**src/rtl/ntt_sched_pkg.sv**
```systemverilog
// Shared state encoding and default widths for the NTT buffer scheduler.
// No logic; types and constants only.
package ntt_sched_pkg;

  localparam int DEF_DATA_WIDTH = 32;
  localparam int DEF_BUF_LEN    = 4;
  localparam int DEF_NUM_REQ    = 4;
  localparam int DEF_WDOG_CYC   = 16;

  typedef enum logic [2:0] {
    S_IDLE     = 3'd0,
    S_START    = 3'd1,
    S_LOAD     = 3'd2,
    S_GAP      = 3'd3,
    S_DRAIN    = 3'd4,
    S_WAIT_RDY = 3'd5
  } state_t;

endpackage

```
**src/rtl/ntt_buffer_scheduler_rr_pick.sv**
```systemverilog
// Round-robin pick: first set req at or after ptr, wrapping; one-hot plus index.
// Combinational, zero latency; no flow control.
// Backpressure: none, the caller decides when to take the pick.
module rr_pick #(
  parameter int NUM_REQ = 4
) (
  input  logic [NUM_REQ-1:0]         req,
  input  logic [$clog2(NUM_REQ)-1:0] ptr,
  output logic [NUM_REQ-1:0]         pick_oh,
  output logic [$clog2(NUM_REQ)-1:0] pick_idx,
  output logic                       pick_any
);

  localparam int IDX_W = $clog2(NUM_REQ);

  logic [IDX_W-1:0] cand;

  always_comb begin
    pick_any = 1'b0;
    pick_idx = '0;
    cand     = '0;
    for (int k = 0; k < NUM_REQ; k++) begin
      cand = IDX_W'((int'(ptr) + k) % NUM_REQ);
      if (!pick_any && req[cand]) begin
        pick_any = 1'b1;
        pick_idx = cand;
      end
    end
    pick_oh = pick_any ? (NUM_REQ'(1) << pick_idx) : '0;
  end

endmodule

```
**src/rtl/ntt_buffer_scheduler.sv**
```systemverilog
// Shares one NTT frame buffer among NUM_REQ requesters, round-robin, one frame at a time.
// Latency: buf_start at t, LOAD t+1..t+BUF_LEN, DRAIN t+BUF_LEN+2..t+2*BUF_LEN+1, done after buf_ready.
// Backpressure: stalls in IDLE/WAIT_RDY on buf_ready; ARB_WATCHDOG_EN bounds the WAIT_RDY stall.
module ntt_buffer_scheduler
  import ntt_sched_pkg::*;
#(
  parameter int DATA_WIDTH = DEF_DATA_WIDTH,
  parameter int BUF_LEN    = DEF_BUF_LEN,
  parameter int NUM_REQ    = DEF_NUM_REQ,
  parameter int WDOG_CYC   = DEF_WDOG_CYC
) (
  input  logic                          clk,
  input  logic                          reset,
  input  logic [NUM_REQ-1:0]            req,
  input  logic [NUM_REQ*DATA_WIDTH-1:0] req_data,
  output logic [NUM_REQ-1:0]            gnt,
  output logic [NUM_REQ-1:0]            data_pop,
  output logic [DATA_WIDTH-1:0]         out_data,
  output logic [NUM_REQ-1:0]            out_valid,
  output logic [NUM_REQ-1:0]            done_pulse,
  output logic                          busy,
  output logic                          buf_start,
  output logic [DATA_WIDTH-1:0]         buf_in,
  input  logic                          buf_ready,
  input  logic [DATA_WIDTH-1:0]         buf_out,
  output logic                          wdog_err
);

  localparam int IDX_W = $clog2(NUM_REQ);
  localparam int CNT_W = $clog2(BUF_LEN + 1);

  state_t             state, state_nxt;
  logic [CNT_W-1:0]   cnt, cnt_nxt;
  logic [NUM_REQ-1:0] gnt_q, gnt_nxt;
  logic [IDX_W-1:0]   gidx, gidx_nxt;
  logic [IDX_W-1:0]   ptr, ptr_nxt;
  logic [NUM_REQ-1:0] pick_oh;
  logic [IDX_W-1:0]   pick_idx;
  logic               pick_any;
  logic               wd_expire;
  logic [IDX_W-1:0]   ptr_after;

  rr_pick #(.NUM_REQ(NUM_REQ)) u_pick (
    .req      (req),
    .ptr      (ptr),
    .pick_oh  (pick_oh),
    .pick_idx (pick_idx),
    .pick_any (pick_any)
  );

  assign ptr_after = (gidx == IDX_W'(NUM_REQ - 1)) ? '0 : gidx + 1'b1;
  assign gnt       = gnt_q;
  assign busy      = (state != S_IDLE);

  always_comb begin
    state_nxt  = state;
    cnt_nxt    = cnt;
    gnt_nxt    = gnt_q;
    gidx_nxt   = gidx;
    ptr_nxt    = ptr;
    buf_start  = 1'b0;
    buf_in     = '0;
    data_pop   = '0;
    out_data   = '0;
    out_valid  = '0;
    done_pulse = '0;
    case (state)
      S_IDLE: begin
        if (buf_ready && pick_any) begin
          gnt_nxt   = pick_oh;
          gidx_nxt  = pick_idx;
          cnt_nxt   = '0;
          state_nxt = S_START;
        end
      end
      S_START: begin
        buf_start = 1'b1;
        cnt_nxt   = CNT_W'(BUF_LEN - 1);
        state_nxt = S_LOAD;
      end
      S_LOAD: begin
        buf_in   = req_data[gidx*DATA_WIDTH +: DATA_WIDTH];
        data_pop = gnt_q;
        if (cnt == '0) begin
          cnt_nxt   = '0;
          state_nxt = S_GAP;
        end else begin
          cnt_nxt = cnt - 1'b1;
        end
      end
      S_GAP: begin
        cnt_nxt   = CNT_W'(BUF_LEN - 1);
        state_nxt = S_DRAIN;
      end
      S_DRAIN: begin
        out_data  = buf_out;
        out_valid = gnt_q;
        if (cnt == '0) begin
          cnt_nxt   = '0;
          state_nxt = S_WAIT_RDY;
        end else begin
          cnt_nxt = cnt - 1'b1;
        end
      end
      S_WAIT_RDY: begin
        if (buf_ready) begin
          done_pulse = gnt_q;
          ptr_nxt    = ptr_after;
          gnt_nxt    = '0;
          cnt_nxt    = '0;
          state_nxt  = S_IDLE;
        end else if (wd_expire) begin
          // Timed-out frame is abandoned silently but still counts as a turn.
          ptr_nxt   = ptr_after;
          gnt_nxt   = '0;
          cnt_nxt   = '0;
          state_nxt = S_IDLE;
        end
      end
      default: begin
        gnt_nxt   = '0;
        state_nxt = S_IDLE;
      end
    endcase
  end

  always_ff @(posedge clk or posedge reset) begin
    if (reset) begin
      state <= S_IDLE;
      cnt   <= '0;
      gnt_q <= '0;
      gidx  <= '0;
      ptr   <= '0;
    end else begin
      state <= state_nxt;
      cnt   <= cnt_nxt;
      gnt_q <= gnt_nxt;
      gidx  <= gidx_nxt;
      ptr   <= ptr_nxt;
    end
  end

`ifdef ARB_WATCHDOG_EN
  localparam int WD_W = $clog2(WDOG_CYC + 1);

  logic [WD_W-1:0] wd_cnt;
  logic            wd_err_q;

  assign wd_expire = (state == S_WAIT_RDY) && !buf_ready && (wd_cnt == WD_W'(WDOG_CYC - 1));
  assign wdog_err  = wd_err_q;

  always_ff @(posedge clk or posedge reset) begin
    if (reset) begin
      wd_cnt   <= '0;
      wd_err_q <= 1'b0;
    end else begin
      wd_cnt <= (state == S_WAIT_RDY) ? wd_cnt + 1'b1 : '0;
      if (wd_expire) begin
        wd_err_q <= 1'b1;
      end
    end
  end
`else
  assign wd_expire = 1'b0;
  assign wdog_err  = 1'b0;
`endif

endmodule

```
**config.mk**
```make
export PLATFORM = sky130hd
export DESIGN_NAME = ntt_buffer_scheduler
export DESIGN_NICKNAME = d
export VERILOG_FILES = /design/src/rtl/ntt_sched_pkg.sv /design/src/rtl/ntt_buffer_scheduler_rr_pick.sv /design/src/rtl/ntt_buffer_scheduler.sv
export SDC_FILE = /design/constraint.sdc
export NUM_CORES = 1
export LEC_CHECK = 0
export CAP_MARGIN = 25
export CELL_PAD_IN_SITES_DETAIL_PLACEMENT = 1
export CELL_PAD_IN_SITES_GLOBAL_PLACEMENT = 1
export CORE_UTILIZATION = 16
export DETAILED_ROUTE_END_ITERATION = 8
export GPL_TIMING_DRIVEN = 0
export PLACE_DENSITY = 0.77
export SLEW_MARGIN = 10
export SYNTH_ARGS = -nofsm -noshare
export SYNTH_HDL_FRONTEND = slang
export SYNTH_SLANG_ARGS = --single-unit
```
**constraint.sdc**
```tcl
create_clock -name clk -period 1.9 [get_ports clk]
set_clock_uncertainty 0.2 [all_clocks]
set_input_delay 0.285 -clock clk [delete_from_list [all_inputs] [get_ports clk]]
set_output_delay 0.285 -clock clk [all_outputs]
set_load 0.05 [all_outputs]
```
# Word-level counts from Yosys, hierarchy flattened
# Index checks and enable logic that the tools add are counted.
[word_totals]
reg_bits = 14
inputBits = 167
output_inout_bits = 83
word_cells = 82
[op_classes]
add_sub_neg = 5
magnitude_cmp = 4
eq_ne = 10
shifts = 2
n_mux = 36
bitwise_logic = 1
n_reduce_logical = 19
[ops]
columns = ["op", "n"]
rows = [
  ["indexed part select 128 x 8 -> 32 bit", 1],
  ["2-to-1 mux 32 bit", 2],
  ["2-to-1 mux 4 bit", 7],
  ["2-to-1 mux 3 bit", 6],
  ["case mux 3 bit (6 select lines)", 1],
  ["less-than comparator 2 x 3 -> 1 bit, second input constant", 4],
  ["case mux 3 bit (4 select lines)", 1],
  ["case mux 4 bit (3 select lines)", 1],
  ["2-to-1 mux 2 bit", 5],
  ["2-to-1 mux 1 bit", 9],
  ["binary-select mux 1 bit (select 2 bit)", 4],
  ["inequality test 2 bit, second input constant", 4],
  ["== test 3 x 2 -> 1 bit, second input constant", 2],
  ["== test 3 bit, second input constant", 2],
  ["zero test 3 bit", 2],
  ["AND reduction 3 bit", 2],
  ["adder 2 x 1 -> 2 bit, second input constant", 2],
  ["adder 2 bit, second input constant", 2],
  ["logical AND 1 bit", 4],
  ["AND reduction 2 bit", 2],
  ["AND reduction 4 bit", 1],
  ["nonzero test 4 bit", 1],
  ["OR reduction 2 bit", 2],
  ["OR reduction 4 bit", 1],
  ["7 further kinds", 9],
]

# Longest topological paths before layout
[logic_depth]
word_depth = 16
mapped_depth = 6
depth_no_buf = 6

# Modules after synthesis
# From an unflattened synthesis, not the netlist that was laid out.
[unflattened]
hier_cells = 239
hier_area_um2 = 2255.9
[by_module_without_submodules]
columns = ["module", "instances", "cells_per_inst", "area_per_inst_um2", "seq_area_each_um2"]
rows = [
  ["ntt_buffer_scheduler", 1, 207, 2073.2, 350.3],
  ["rr_pick", 1, 32, 182.7, 0.0],
]

# Least setup slack after synthesis
# No wires, ideal clock.
[synth_path]
kind = "reg-to-output"
startpoint = "register gidx[0]"
endpoint = "output port buf_in[10]"
arrival_ns = 1.698
required_time_ns = 1.415
setup_slack_ns = -0.283
stages_incl_launch_ff = 5
path_buffers = 2
path_cell_list = "dfrtp_1 -> buf_2 -> buf_2 -> mux4_2 -> and3_1"
[synth_between]
elab_chain_cells = 2
[synth_rtl]
columns = ["item", "line", "rtl"]
rows = [
  ["start, declared", "ntt_buffer_scheduler.sv:35", "logic [IDX_W-1:0] gidx, gidx_nxt;"],
  ["start signal, assigned", "ntt_buffer_scheduler.sv:138", "gidx <= gidx_nxt;"],
  ["indexed part select 128 x 8 -> 32 bit", "ntt_buffer_scheduler.sv:82", "buf_in = req_data[gidx*DATA_WIDTH +: DATA_WIDTH];"],
  ["2-to-1 mux 32 bit", "ntt_buffer_scheduler.sv:67", "case (state)"],
  ["end, declared", "ntt_buffer_scheduler.sv:23", "output logic [DATA_WIDTH-1:0] buf_in,"],
]
# No other way between the ends.

# Worst setup path in the final report
[layout_path]
startpoint = "register gidx[0]"
endpoint = "output port buf_in[15]"
# Same word-level chain as after synthesis.

==> metrics <==
CTS hold repair buffers=0; max-cap violation count=0; Area contributors post-synth=mux4_2, dfrtp_1, and2_1; r2r endpoint=gidx[0]$_DFFE_PP0P_; clock share of power=5.0%; antenna violations before repair=1; Switching Share=between 40% and 50%; CP peak stage delay=510 ps; Final nets=693; total power after layout=between 8 and 9 mW; failing checks=setup timing; Setup crit start kind=flop; power density over cell area=1380 nW/um^2; XOR/XNOR share of the synthesized area=0.407%; CTS tree=yes; final worst path period share=121%; final core occ=just under 50%; post-synthesis mux area share=35.0%; post-synthesis async set-or-reset flop share=100%; die area=approximately 14000 sq um; Synth Area in Adders=roughly 1.7%; share of the synthesized area in the top cell type=33.5%; Placed Instance Area=5090 sq um; Peak VDD IR=0.440 mV; Initial DRT Pass Iterations=4; WP data arrival=1810 ps; most common cell after layout, fill and taps aside=clkdlybuf4s50_1; combinational share of power=87.8%; CTS max path bufs=2; Setup CP Type=flop to primary output; global route total overflow=0; Mapped Cells=around 220; Worst Reg-to-Reg Cells=8; vias per inst=4.49; final-report setup violation count=86; Period minus WS final=between 2000 and 2500 ps; latest clock arrival within the worst-skew pair=240 ps; RSZ-0062 raised after global routing=yes; drt wl/cell=20.7 microns; largest net degree at the start of global routing=15; row count=42; vias in the first global route=between 3k and 4k; register area=353 sq um; Vert. Die Dim=about 120 microns; TritonCTS buffer count=3; Tot GR Track Use=a little under a fifth; Synth Area in Compound Gates=8.60%; synthesis-to-finish area growth=196%; max_slew headroom=61.3%; TNS Setup=-22630 ps; simple-gate portion of the synthesized area=31.2%; CTS clk-pin slew, worst paths=50 ps; Post-synth EDFFs=0; most frequent cells in the layout=clkdlybuf4s50_1, buf_8, buf_6; internal power=4.68 mW; Seq/Total Area, Yosys=between 15 and 20%; crit end category=primary output; worst hold path type=primary input to asynchronous set/reset pin; ys flop type=dfrtp_1; slowest stage cell, crit path=mux4_2; Placement Setup Slack=-1410 ps; Ports=250; Vias=3137; Sink Count=14; outcome=complete, but fails checks; Crit Path Max Fanout=5; switching power=4.11 mW; cell area after synthesis=2150 sq um; Final Max Slew Viols=0; cells along the critical path=buf_12 > clkbuf_16 > mux4_2 > and3_4 > buf_6; layout cell share with drive strength beyond 1=55.9%; largest area contributor in the netlist=mux4_2; overall routed net length=approximately 14000 microns; largest family of logic cells by synthesized area=multiplexers; Mapped Nets=391; synth unique cells=42; routability cong.=0.824; Data required, critical path=1410 ps; Iter 0 DRT Violations=~120; DRC Markers=0; PnR worst setup slack=-393 ps; area of the multi-input gates=2090 sq um; Yosys reg bits=14; CORE AREA=13200 sq um; part of the power in registers=7.2%; Clock Tree Root=clkbuf_16; Die Wd=118 microns; first-pass GRT wire length=20100 microns; f_max=0.436 GHz; Worst R2R Start=state[2]$_DFFE_PP0P_; starting density of the core=16.3%; Worst Max-Slew Pin Slew=580 ps; syn_area_per_cell=9.74 sq um; H-tree depth=1; fillers=between 1k and 1.5k; Synth Warn #=0; Final ANT Viol Nets=0; R2R setup slack=-250 ps; Leak=around 2.7 nW; final hold viol count=0; HPWL after DPL=10300 microns; port bufs=between 200 and 250; final non-filler cell area=6360 sq um
-- flip-flops by register name, indices dropped and copies added (netlist names) --
register and count:
gnt 4, cnt 3, ptr 2, gidx 2
state 3
-- logic make-up after synthesis --
family                     after synthesis
xor gates and xnor gates                 1
DFF                                     14
muxes                                   35
other                                    1
adders and majority gates                3
and+or+nand+nor                        111
buffers and inverters                   31
AOI/OAI and AO/OA                       25
-- layout make-up --
| class | count | area share (%) |
|---|---|---|
| Timing Repair Buffer | 298 | 52.2 |
| Inverter | 7 | 0.491 |
| Sequential cell | 14 | 5.54 |
| Clock buffer | 4 | 1.40 |
| Buffer | 22 | 4.03 |
| Antenna cell | 1 | 0.0393 |
| Multi-Input combinational cell | 177 | 32.8 |
| Tap cell | 176 | 3.46 |
-- power by group through the flow --
stage | logic (mW) | registers, mW | clock network [mW]
finish | 7.72 | 0.633 | 0.444
global route | 8.06 | 0.657 | 0.466
CTS | 6.70 | 0.602 | 0.450
detailed placement | 5.67 | 0.573 | 0
global placement | 5.56 | 0.562 | 0
floorplan | 3.81 | 0.656 | 0
-- critical path: cells and delay by family, from the launching register on --
family | cells | cell delay [ps]
buffers and inverters | 3 | 450
multiplexers | 1 | 510
AND/OR/NAND/NOR | 1 | 200
flip-flops | 1 | 410
-- worst max-delay path by stage --
stage                                    start                  end  slack, ps  cells after the start
final                      gidx[0]$_DFFE_PP0P_           buf_in[15]       -390                      5
after global routing       gidx[0]$_DFFE_PP0P_           buf_in[15]       -460                      5
after CTS                  gidx[0]$_DFFE_PP0P_            buf_in[5]       -380                      5
after detailed placement             buf_ready        done_pulse[2]      -1410                      5
after global placement               buf_ready        done_pulse[2]      -1390                      5
after floorplan           state[0]$_DFFE_PP0P_  gidx[0]$_DFFE_PP0P_        -60                      6
-- repair_timing --
action,4_1_cts,5_1_grt
resized for setup,674,79
setup buffers,20,25
setup endpoints to repair,92,88
pin swaps,27,22
gates cloned,5,5
-- metal layers --
layer	vias to the layer above	part of all wire [%]	global-route usage, %
met3	10	5.3	3.92
met5	-	0	0
met4	0	1.1	2.48
li1	1434	-	-
met1	1563	37	19.8
met2	130	57	37.6
-- per-stage QoR --
stage | hold slack (ps) | cells
2_1_floorplan | -25.8 | 221
3_3_place_gp | 304 | 645
3_5_place_dp | 315 | 645
4_1_cts | 225 | 673
5_1_grt | 267 | 698
6_report | 203 | 699
-- synthesized netlist by cell type (3+ instances only) --
library cell / count
mux4_2: 32
buf_2: 5
inv_1: 7
nor2b_1: 4
mux2_2: 3
clkbuf_1: 15
and2_1: 41
ha_1: 3
dfrtp_1: 14
nand2b_1: 3
a21oi_1: 7
and3_1: 37
o21ai_0: 3
nand2_1: 7
nor2_1: 8
(Power assumes the default switching activity.)
